<file path="src/rtl/pu_write_serializer_pkg.sv">
// Shared parameters and helpers for the PU write serializer.
//   P_*      : default parameter values of the serializer
//   c_log_2  : number of bits needed to index n items (at least 1)
package pu_write_serializer_pkg;

   localparam int unsigned P_OP_WIDTH   = 16;
   localparam int unsigned P_NUM_PE     = 8;
   localparam int unsigned P_OUT_WIDTH  = 64;
   localparam int unsigned P_FIFO_DEPTH = 4;
   localparam int unsigned P_CNT_W      = 16;

   // Index width for n entries; a single entry still gets one bit.
   function automatic int unsigned c_log_2(input int unsigned n);
      int unsigned r;
      r = 0;
      while ((32'd1 << r) < n) r++;
      return (r == 0) ? 1 : r;
   endfunction

endpackage

</file>
<file path="src/rtl/pu_wr_fifo.sv">
// Vector FIFO for the PU write serializer. Register-array storage; the head
// entry is read straight from the array so a push into an empty FIFO is
// visible on the following cycle.
//   clk, rst_n  : clock, asynchronous active-low reset
//   i_flush     : synchronous clear of pointers and occupancy
//   i_push      : write i_data at the tail (ignored while full)
//   i_pop       : drop the head entry (ignored while empty)
//   o_data      : head entry
//   o_full      : occupancy == DEPTH
//   o_empty     : occupancy == 0
//   o_count     : occupancy, log2(DEPTH)+1 bits
module pu_wr_fifo
   import pu_write_serializer_pkg::*;
#(
   parameter int unsigned DATA_WIDTH = 128,
   parameter int unsigned DEPTH      = 4
) (
   input  logic                             clk,
   input  logic                             rst_n,
   input  logic                             i_flush,
   input  logic                             i_push,
   input  logic [DATA_WIDTH-1:0]            i_data,
   input  logic                             i_pop,
   output logic [DATA_WIDTH-1:0]            o_data,
   output logic                             o_full,
   output logic                             o_empty,
   output logic [c_log_2(DEPTH):0]          o_count
);

   localparam int unsigned PTR_W = c_log_2(DEPTH);
   localparam int unsigned OCC_W = PTR_W + 1;

   logic [DATA_WIDTH-1:0] r_mem [DEPTH];
   logic [PTR_W-1:0]      r_wr_ptr;
   logic [PTR_W-1:0]      r_rd_ptr;
   logic [OCC_W-1:0]      r_count;
   logic                  w_push;
   logic                  w_pop;

   assign o_full  = (r_count == OCC_W'(DEPTH));
   assign o_empty = (r_count == '0);
   assign o_count = r_count;
   assign o_data  = r_mem[r_rd_ptr];

   assign w_push = i_push & ~o_full;
   assign w_pop  = i_pop & ~o_empty;

   // Pointers wrap naturally (DEPTH is a power of two); flush wins.
   always_ff @(posedge clk or negedge rst_n) begin
      if (!rst_n) begin
         r_wr_ptr <= '0;
         r_rd_ptr <= '0;
         r_count  <= '0;
      end else if (i_flush) begin
         r_wr_ptr <= '0;
         r_rd_ptr <= '0;
         r_count  <= '0;
      end else begin
         if (w_push) r_wr_ptr <= r_wr_ptr + 1'b1;
         if (w_pop)  r_rd_ptr <= r_rd_ptr + 1'b1;
         unique case ({w_push, w_pop})
            2'b10:   r_count <= r_count + 1'b1;
            2'b01:   r_count <= r_count - 1'b1;
            default: r_count <= r_count;
         endcase
      end
   end

   // Storage needs no reset: entries are only read once written.
   always_ff @(posedge clk) begin
      if (w_push && !i_flush) r_mem[r_wr_ptr] <= i_data;
   end

endmodule

</file>
<file path="src/rtl/pu_write_serializer.sv">
// Buffers PU output vectors and serializes each into OUT_WIDTH-bit beats,
// LSB beat first, on a valid/ready stream towards the memory write path.
//   clk, reset      : clock, asynchronous active-low reset
//   flush           : sync clear of FIFO, beat counter and overflow flag
//   pu_write_data   : PU output vector (NUM_PE*OP_WIDTH)
//   pu_write_req    : PU write strobe
//   pu_write_ready  : FIFO not full (low while in reset)
//   wr_data         : current beat (0 when no beat is valid)
//   wr_valid        : beat valid
//   wr_last         : beat is the last of its vector
//   wr_ready        : sink accepts beat
//   vec_out_count   : vectors fully sent since reset; wraps
//   overflow        : sticky, set by a req while not ready
//   idle            : FIFO empty and beat counter at 0
module pu_write_serializer
   import pu_write_serializer_pkg::*;
#(
   parameter int unsigned OP_WIDTH   = P_OP_WIDTH,
   parameter int unsigned NUM_PE     = P_NUM_PE,
   parameter int unsigned OUT_WIDTH  = P_OUT_WIDTH,
   parameter int unsigned FIFO_DEPTH = P_FIFO_DEPTH,
   parameter int unsigned CNT_W      = P_CNT_W
) (
   input  logic                         clk,
   input  logic                         reset,
   input  logic                         flush,
   input  logic [NUM_PE*OP_WIDTH-1:0]   pu_write_data,
   input  logic                         pu_write_req,
   output logic                         pu_write_ready,
   output logic [OUT_WIDTH-1:0]         wr_data,
   output logic                         wr_valid,
   output logic                         wr_last,
   input  logic                         wr_ready,
   output logic [CNT_W-1:0]             vec_out_count,
   output logic                         overflow,
   output logic                         idle
);

   localparam int unsigned DATA_WIDTH = NUM_PE * OP_WIDTH;
   localparam int unsigned BEATS      = DATA_WIDTH / OUT_WIDTH;
   localparam int unsigned OCC_W      = c_log_2(FIFO_DEPTH) + 1;

   logic                  w_full;
   logic                  w_empty;
   logic [OCC_W-1:0]      w_occ;
   logic [DATA_WIDTH-1:0] w_head;
   logic                  w_xfer;
   logic                  w_pop;
   logic                  w_last_beat;
   logic                  w_beat_zero;
   logic [OUT_WIDTH-1:0]  w_beat_data;
   logic                  r_ready_en;
   logic                  r_overflow;
   logic [CNT_W-1:0]      r_vec_cnt;

   pu_wr_fifo #(
      .DATA_WIDTH (DATA_WIDTH),
      .DEPTH      (FIFO_DEPTH)
   ) u_fifo (
      .clk     (clk),
      .rst_n   (reset),
      .i_flush (flush),
      .i_push  (pu_write_req & pu_write_ready),
      .i_data  (pu_write_data),
      .i_pop   (w_pop),
      .o_data  (w_head),
      .o_full  (w_full),
      .o_empty (w_empty),
      .o_count (w_occ)
   );

   // Registered enable keeps ready low through reset without using the
   // reset pin as data.
   assign pu_write_ready = r_ready_en & ~w_full;
   assign wr_valid       = ~w_empty;
   assign w_xfer         = wr_valid & wr_ready;
   assign w_pop          = w_xfer & w_last_beat & ~flush;
   assign wr_last        = wr_valid & w_last_beat;
   assign wr_data        = wr_valid ? w_beat_data : '0;
   assign idle           = (w_occ == '0) & w_beat_zero;
   assign vec_out_count  = r_vec_cnt;
   assign overflow       = r_overflow;

   // Beat selection; a single-beat vector needs no counter.
   if (BEATS == 1) begin : g_one_beat
      assign w_beat_data = w_head;
      assign w_last_beat = 1'b1;
      assign w_beat_zero = 1'b1;
   end else begin : g_multi_beat
      localparam int unsigned BEAT_W = c_log_2(BEATS);
      logic [BEAT_W-1:0] r_beat;

      always_ff @(posedge clk or negedge reset) begin
         if (!reset) begin
            r_beat <= '0;
         end else if (flush) begin
            r_beat <= '0;
         end else if (w_xfer) begin
            r_beat <= w_last_beat ? '0 : r_beat + 1'b1;
         end
      end

      assign w_beat_data = w_head[32'(r_beat) * OUT_WIDTH +: OUT_WIDTH];
      assign w_last_beat = (r_beat == BEAT_W'(BEATS - 1));
      assign w_beat_zero = (r_beat == '0);
   end

   // Ready enable, overflow flag and completed-vector counter.
   always_ff @(posedge clk or negedge reset) begin
      if (!reset) begin
         r_ready_en <= 1'b0;
         r_overflow <= 1'b0;
         r_vec_cnt  <= '0;
      end else begin
         r_ready_en <= 1'b1;
         if (flush) begin
            r_overflow <= 1'b0;
         end else if (pu_write_req && !pu_write_ready) begin
            r_overflow <= 1'b1;
         end
         if (w_pop) r_vec_cnt <= r_vec_cnt + CNT_W'(1);
      end
   end

endmodule

</file>
<file path="config.mk">
export PLATFORM = sky130hd
export DESIGN_NAME = pu_write_serializer
export DESIGN_NICKNAME = d
export VERILOG_FILES = /design/src/rtl/pu_write_serializer_pkg.sv /design/src/rtl/pu_wr_fifo.sv /design/src/rtl/pu_write_serializer.sv
export SDC_FILE = /design/constraint.sdc
export NUM_CORES = 1
export LEC_CHECK = 0
export CORE_MARGIN = 8
export CORE_UTILIZATION = 55
export CTS_CLUSTER_DIAMETER = 40
export DETAILED_ROUTE_END_ITERATION = 16
export PLACE_DENSITY = 0.87
export SLEW_MARGIN = 20
export SYNTH_ARGS = -nofsm -noshare
export SYNTH_HDL_FRONTEND = slang
export SYNTH_SLANG_ARGS = --single-unit
</file>
<file path="constraint.sdc">
create_clock -name clk -period 5.2 [get_ports clk]
set_input_delay 1.04 -clock clk [delete_from_list [all_inputs] [get_ports clk]]
set_output_delay 1.04 -clock clk [all_outputs]
set_load 0.02 [all_outputs]
</file>
==> summary.md, run 1 <==
| Metric | Value |
|---|---|
| Hold Crit Class | reg -> reg |
| Worst reg2reg startpoint | u_fifo.o_count[0]$_DFFE_PN0P_ |
| Hold depth | 1 |
| CP Capture Type | output port |
| Arr. time, crit path | approximately 3300 ps |
| Synthesis Warnings | 0 |
| CTS sink count | about 540 |
| Cts hold-fix bufs | 0 |
| Drt drc | 0 |
| Initial Util | 0.554 |
| Min Hold Slack | 478 ps |
| CTS Buffer Depth | 3 |
| Post-synth top flop | edfxtp_1 |
| Unique masters post-synth | 33 |
| WL final | 42.5 mm |
| Period utilisation layout | 0.838 |
| Grt total ovfl | 0 |
| Sw frac | 0.206 |
| Vias in the first global route | around 11000 |
| Via density | 5.87 |
| DRT antenna net count | 0 |
| TritonCTS buffer count | 66 |
| H-tree Lvls | 3 |
| Skew-Pair Late Insertion Delay | 560 ps |
| Max rail drop VDD | 313 uV |
| Die X | approximately 210 um |
| Core Area | 0.0373 mm2 |
| IO buf count | around 220 |
| All-Layer GR Usage | 0.194 |
| Post-synthesis async set-or-reset flop share | 0.0483 |
| Static leakage | 0.00827 uW |
| Fin. Hold Viols | 0 |
| Syn avg cell area | 22.2 um2 |
| CP Capture Point | wr_data[6] |
| RSZ-0062 raised after global routing | no |
| Critical path launch point type | flip-flop |
| RePlAce Congestion | between 0.7 and 0.8 |
| Largest net degree at the start of global routing | 74 |
| Register area share after synthesis | 0.776 |
| Die area | 0.0440 mm2 |
| Num rows | 71 |
| Post-DR wirelength/cell | 24.6 um |
| Power Dens Cells | 392 mW/mm2 |
| Final nets | 1335 |
| Pre-CTS WS | 1340 ps |
| Most frequent cell after synthesis | edfxtp_1 |
| Cells after synthesis | a little over 900 |
| Clock power share | 0.464 |
| Setup violations, final | 0 |
| Fin crit period | 4360 ps |
| CP startpoint | u_fifo.r_rd_ptr[0]$_DFFE_PN0P_ |
| Fin Setup TNS | 0 ps |
| Top cells by count, synth | 512 x edfxtp_1, 128 x mux4_2, 75 x nor2_1 |
| Iter 0 DRT Violations | 809 |
| Pin slew with the least headroom to its limit | 980 ps |
| WP data required | 4160 ps |
| Sw Pwr | 2090 uW |
| Worst reg2reg endpoint | u_fifo.r_mem[1][96]$_DFFE_PP_ |
| Post-Syn Nets | 1070 |
| DP HPWL | 25.0 mm |
| Setup ws final | 842 ps |
| Area contributors post-synth | edfxtp_1 74%, mux4_2 14%, mux2i_1 3.2%, dfrtp_1 3.1%, nor2_1 1.4% |
| DR vias | 10100 |
| Status | finished clean |
| Relative slew slack | 0.347 |
| Clock skew | roughly 16 ps |
| Power share of the sequential group | 0.479 |
| Top-Level Pins | 218 |
| Pint | 8050 uW |
| Post CTS Setup Buffer Count | 0 |
| Worst r2r path cells | 5 |
| Share of cells above drive strength 1 | 0.222 |
| CP Class | reg -> out |
| Gate power share | 0.057 |
| Synthesis-stage register bit count | 538 |
| Synth top area share | 0.744 |
| R2R Setup Slk | roughly 2400 ps |
| CP Max Fanout | 40 |
| Syn Std Cell Area | 0.0207 mm2 |
| TritonRoute pass-1 iters | 5 |
| EDFF count, synth | between 500 and 600 |
| CTS root buf | clkbuf_16 |
| Clock transition at path regs | 50 ps |
| Layout area overhead | 25.2% |
| Die H | 210 um |
| Max-slew violations | 0 |
| Fmax | 229 MHz |
| Initial antenna violation count | 7 |
| Resized cells post-CTS | 0 |
| First-pass GRT wire length | 64.7 mm |
| Area leader, netlist | edfxtp_1 |
| Number of max-cap violations | 0 |
| TritonCTS clock tree | yes |
-- per-stage QoR --
step,power (uW),instance area [um2],utilization,std cells
after global routing,10400,25900,0.693,1725
after floorplan,5190,20700,-,931
after global placement,5510,23500,0.631,1602
after CTS,10200,25800,0.693,1721
final,10100,25900,0.693,1725
after detailed placement,5530,23500,0.631,1602
-- how the worst min path moves through the flow --
stage | start | endpoint | slack, ps
final | vec_out_count[15]$_DFFE_PN0N_ | vec_out_count[15]$_DFFE_PN0N_ | 480
after global routing | vec_out_count[9]$_DFFE_PN0N_ | vec_out_count[9]$_DFFE_PN0N_ | 510
after CTS | vec_out_count[15]$_DFFE_PN0N_ | vec_out_count[15]$_DFFE_PN0N_ | 480
after detailed placement | vec_out_count[15]$_DFFE_PN0N_ | vec_out_count[15]$_DFFE_PN0N_ | 470
after global placement | vec_out_count[15]$_DFFE_PN0N_ | vec_out_count[15]$_DFFE_PN0N_ | 460
after floorplan | u_fifo.r_wr_ptr[1]$_DFFE_PN0P_ | u_fifo.r_wr_ptr[1]$_DFFE_PN0P_ | 540
-- layer usage --
layer / routed length (um) / vias up / track usage / part of all wire
li1: - / 4374 / - / -
met1: 16500 / 5248 / 0.243 / 0.39
met2: 22000 / 420 / 0.328 / 0.52
met3: 2890 / 73 / 0.0465 / 0.068
met4: 1080 / 6 / 0.0731 / 0.025
met5: 42 / - / 0 / 0.00099
-- cells by family after synthesis --
logic type      after synthesis  synth area share
compound gates                3           0.00139
xor+xnor                     20           0.00848
fa+ha+maj                     6           0.00400
buf+inv                      50            0.0104
flops                       538             0.776
mux                         198             0.174
other cells                   1          0.000182
simple gates                115            0.0260
-- power by group through the flow --
stage / Clock [uW] / Combinational (uW) / Sequential, uW
final: 4710 / 579 / 4860
after detailed placement: 0 / 581 / 4950
after global placement: 0 / 565 / 4940
after CTS: 4790 / 587 / 4860
after global routing: 4960 / 616 / 4860
after floorplan: 0 / 267 / 4930
-- state kept, by name, indices dropped and copies added (netlist names) --
register and count:
r_ready_en 1, u_fifo.r_wr_ptr 2, u_fifo.r_rd_ptr 2, g_multi_beat.r_beat 1
u_fifo.r_mem 512, u_fifo.o_count 3, vec_out_count 16, overflow 1
-- worst max-delay path, cell delays in order, from the launching register on --
cell	delay (ps)
dfrtp_4	980
buf_4	370
mux4_2	520
mux2i_1	240
nor2_1	80
clkdlybuf4s50_1	560
-- cell usage in the layout, fill, tap and decap left out, types with 2 or more instances in the layout --
master,instances
and2_1,2
and2_4,4
and3_1,4
and4_1,3
buf_12,8
buf_4,18
bufinv_16,10
clkbuf_1,6
clkbuf_16,69
clkdlybuf4s50_1,217
clkinv_1,3
clkinv_2,9
clkinv_4,8
clkinvlp_4,5
dfrtp_1,23
dfrtp_4,3
diode_2,4
edfxtp_1,512
ha_1,5
inv_1,4
inv_6,6
inv_8,2
mux2_2,2
mux2i_1,67
mux4_2,128
nand2_1,4
nand2b_1,3
nand3_1,6
nand4_1,4
nor2_1,75
nor2b_1,3
nor3_1,2
xnor2_1,10
xor2_1,10
-- area by class of cell --
type | instances | area (um2)
Inverter | 4 | 15.0
Clock buffer | 75 | 1750
Timing Repair Buffer | 243 | 2470
Clock inverter | 44 | 556
Sequential cell | 538 | 16000
Antenna cell | 4 | 10.0
Tap cell | 474 | 593
Fill cell | 2197 | 11500
Multi-Input combinational cell | 343 | 4430
Note: power is estimated with default switching activity, not from simulation.
==> inputs of run 2 (changes only) <==
==> constraint.sdc (replaced) <==
create_clock -name clk -period 4.4 [get_ports clk]
set_input_delay 0.88 -clock clk [delete_from_list [all_inputs] [get_ports clk]]
set_output_delay 0.88 -clock clk [all_outputs]
set_load 0.02 [all_outputs]
==> summary.md, run 2 (synthesis gave the netlist of run 1 again) <==
| Metric | Value |
|---|---|
| Status | finished clean |
| Critical path launch point type | flip-flop |
| WP data required | 3520 ps (-640 ps) |
| RSZ-0062 raised after global routing | no |
| All-Layer GR Usage | 0.194 (+0.000255) |
| Pint | 9460 uW (+18%) |
| Max rail drop VDD | 344 uV (+10%) |
| Non-Filler Instances | 1724 (-0.058%) |
| Commonest non-fill, non-tap cells in the layout | 512 x edfxtp_1, 217 x clkdlybuf4s50_1, 128 x mux4_2, 75 x nor2_1, 70 x clkbuf_16 |
| Clock power share | 0.464 (about the same) |
| CTS root buf | clkbuf_16 |
| Vias in the first global route | 10900 (-0.62%) |
| Die H | 210 um (unchanged) |
| Sw frac | 0.211 (+0.00425) |
| Power Dens Cells | 463 mW/mm2 (+18%) |
| Fin Setup TNS | 0 ps (unchanged) |
| CTS sink count | 538 (unchanged) |
| Hold endpoint | vec_out_count[15]$_DFFE_PN0N_ |
| TritonCTS buffer count | 67 (+1.5%) |
| Worst reg2reg endpoint | u_fifo.r_mem[2][0]$_DFFE_PP_ |
| Cts hold-fix bufs | 0 (unchanged) |
| DRT antenna net count | 0 (unchanged) |
| Initial antenna violation count | 3 (-4) |
| Share of cells above drive strength 1 | 0.214 (-0.00836) |
| Post-DR wirelength/cell | 24.7 um (+0.27%) |
| Relative slew slack | 0.480 (+0.134) |
| Pin slew with the least headroom to its limit | 773 ps (-207 ps) |
| Arr. time, crit path | 3010 ps (-310 ps) |
| Post CTS Setup Buffer Count | 0 (unchanged) |
| Hold depth | 1 (unchanged) |
| First-pass GRT wire length | 64.9 mm (+0.22%) |
| Placed cell count | 1599 (-0.19%) |
| Resized cells post-CTS | 0 (unchanged) |
| Static leakage | 0.00826 uW (about the same) |
| Drt drc | 0 (unchanged) |
| Fin crit period | 3890 ps |
| Top-Level Pins | 218 (unchanged) |
| TritonRoute pass-1 iters | 6 (+1) |
| Iter 0 DRT Violations | 651 (-20%) |
| Clock skew | 17.8 ps (+1.53 ps) |
| Final nets | 1333 (-0.15%) |
| Fin. Hold Viols | 0 (unchanged) |
| Gate power share | 0.058 (about the same) |
| Cells along the critical path | buf_12, mux4_2, mux2i_1, nor2_1, clkdlybuf4s50_1 |
| Clock transition at path regs | 60 ps (about the same) |
| Hold Crit Class | reg -> reg |
| Power share of the sequential group | 0.477 (-0.002) |
| Fmax | 257 MHz |
| Worst r2r path cells | 5 (unchanged) |
| Largest net degree at the start of global routing | 73 (-1.4%) |
| WL final | 42.6 mm (+0.21%) |
| Core Util, Final | 0.694 (+0.00111) |
| H-tree Lvls | 3 (unchanged) |
| Die X | 210 um (unchanged) |
| Setup violations, final | 0 (unchanged) |
| R2R Setup Slk | 1770 ps (-620 ps) |
| Period utilisation layout | 0.884 |
| CTS Buffer Depth | 3 (unchanged) |
| Min Hold Slack | 476 ps (-2.31 ps) |
| Initial Util | 0.554 (unchanged) |
| CP Max Fanout | 68 (+70%) |
| Via density | 5.83 (-0.67%) |
| CP Class | reg -> out |
| TritonCTS clock tree | yes |
| Core Area | 0.0373 mm2 (unchanged) |
| DR vias | 10000 (-0.73%) |
| Largest reg by FF count | u_fifo.r_mem |
| Max stage delay on crit path | 610 ps (-370 ps) |
| Sw Pwr | 2530 uW (+21%) |
| RePlAce Congestion | 0.723 (+0.29%) |
| Number of max-cap violations | 0 (unchanged) |
| CP Capture Type | output port |
| Max-slew violations | 0 (unchanged) |
| DP HPWL | 25.3 mm (+0.93%) |
| HP Start | vec_out_count[15]$_DFFE_PN0N_ |
| Worst reg2reg startpoint | u_fifo.o_count[0]$_DFFE_PN0P_ |
| Slowest CP cell | mux4_2 |
| Num rows | 71 (unchanged) |
| IO buf count | 217 (unchanged) |
| Die area | 0.0440 mm2 (unchanged) |
| Layout area overhead | 25.4% |
| Commonest non-fill, non-tap cell in the layout | edfxtp_1 |
| Total power | 12000 uW (+18%) |
| Grt total ovfl | 0 (unchanged) |
| Largest register FFs | 512 (unchanged) |
| Skew-Pair Late Insertion Delay | 570 ps (about the same) |
-- run 2: cell types whose count changed in the layout (fill, tap and decap cells not counted), moves of 2 or more --
cell	delta
clkinv_2	-6
clkinv_4	-6
buf_4	-8
buf_12	+5
bufinv_16	-2
clkinv_8	+3
diode_2	-3
clkinv_1	+7
inv_6	+2
clkbuf_1	+5
inv_8	+2
-- run 2: per-stage QoR --
step | setup WS, ps | area, um2
after global routing | 342 | 25900
final | 510 | 25900
after detailed placement | 1070 | 23600
after floorplan | 1020 | 20700
after CTS | 431 | 25900
after global placement | 1140 | 23600
-- run 2: critical path: cells and delay by family (launching register included) --
kind	cells	cell delay (ps)
flip-flops	1	440
multiplexers	2	830
AND/OR/NAND/NOR	1	80
buffers and inverters	2	1000
-- run 2: how the worst max path moves through the flow --
stage,slack [ps],to,startpoint,depth (start not counted)
2_1_floorplan,1020,u_fifo.r_mem[0][0]$_DFFE_PP_,pu_write_req,4
3_3_place_gp,1140,wr_data[45],u_fifo.r_rd_ptr[0]$_DFFE_PN0P_,5
3_5_place_dp,1070,u_fifo.r_mem[2][32]$_DFFE_PP_,pu_write_req,5
4_1_cts,430,wr_data[41],u_fifo.r_rd_ptr[0]$_DFFE_PN0P_,5
5_1_grt,340,wr_data[41],u_fifo.r_rd_ptr[0]$_DFFE_PN0P_,5
6_report,510,wr_data[41],u_fifo.r_rd_ptr[0]$_DFFE_PN0P_,5
-- run 2: final cells by class --
type | count | area (um2)
diodes | 1 | 2.50
clock buffers | 81 | 1790
clock inverters | 43 | 520
fillers | 2234 | 11400
inverters | 4 | 15.0
multi-input cells | 343 | 4430
flip-flops and latches | 538 | 16000
well taps | 474 | 593
repair buffers | 240 | 2510
-- run 2: layer usage --
metal / share of wire / track usage / routed length [um] / up-vias
li1: - / - / - / 4379
met1: 0.39 / 0.244 / 16700 / 5255
met5: 0.00073 / 0 / 31 / -
met2: 0.53 / 0.339 / 22500 / 351
met3: 0.061 / 0.0427 / 2620 / 58
met4: 0.017 / 0.0564 / 727 / 4
-- run 2: power groups by stage --
stage	combinational [uW]	sequential [uW]	clock (uW)
after floorplan	316	5820	0
after global placement	685	5820	0
after detailed placement	702	5830	0
after CTS	709	5720	5660
after global routing	743	5730	5860
final	699	5720	5570
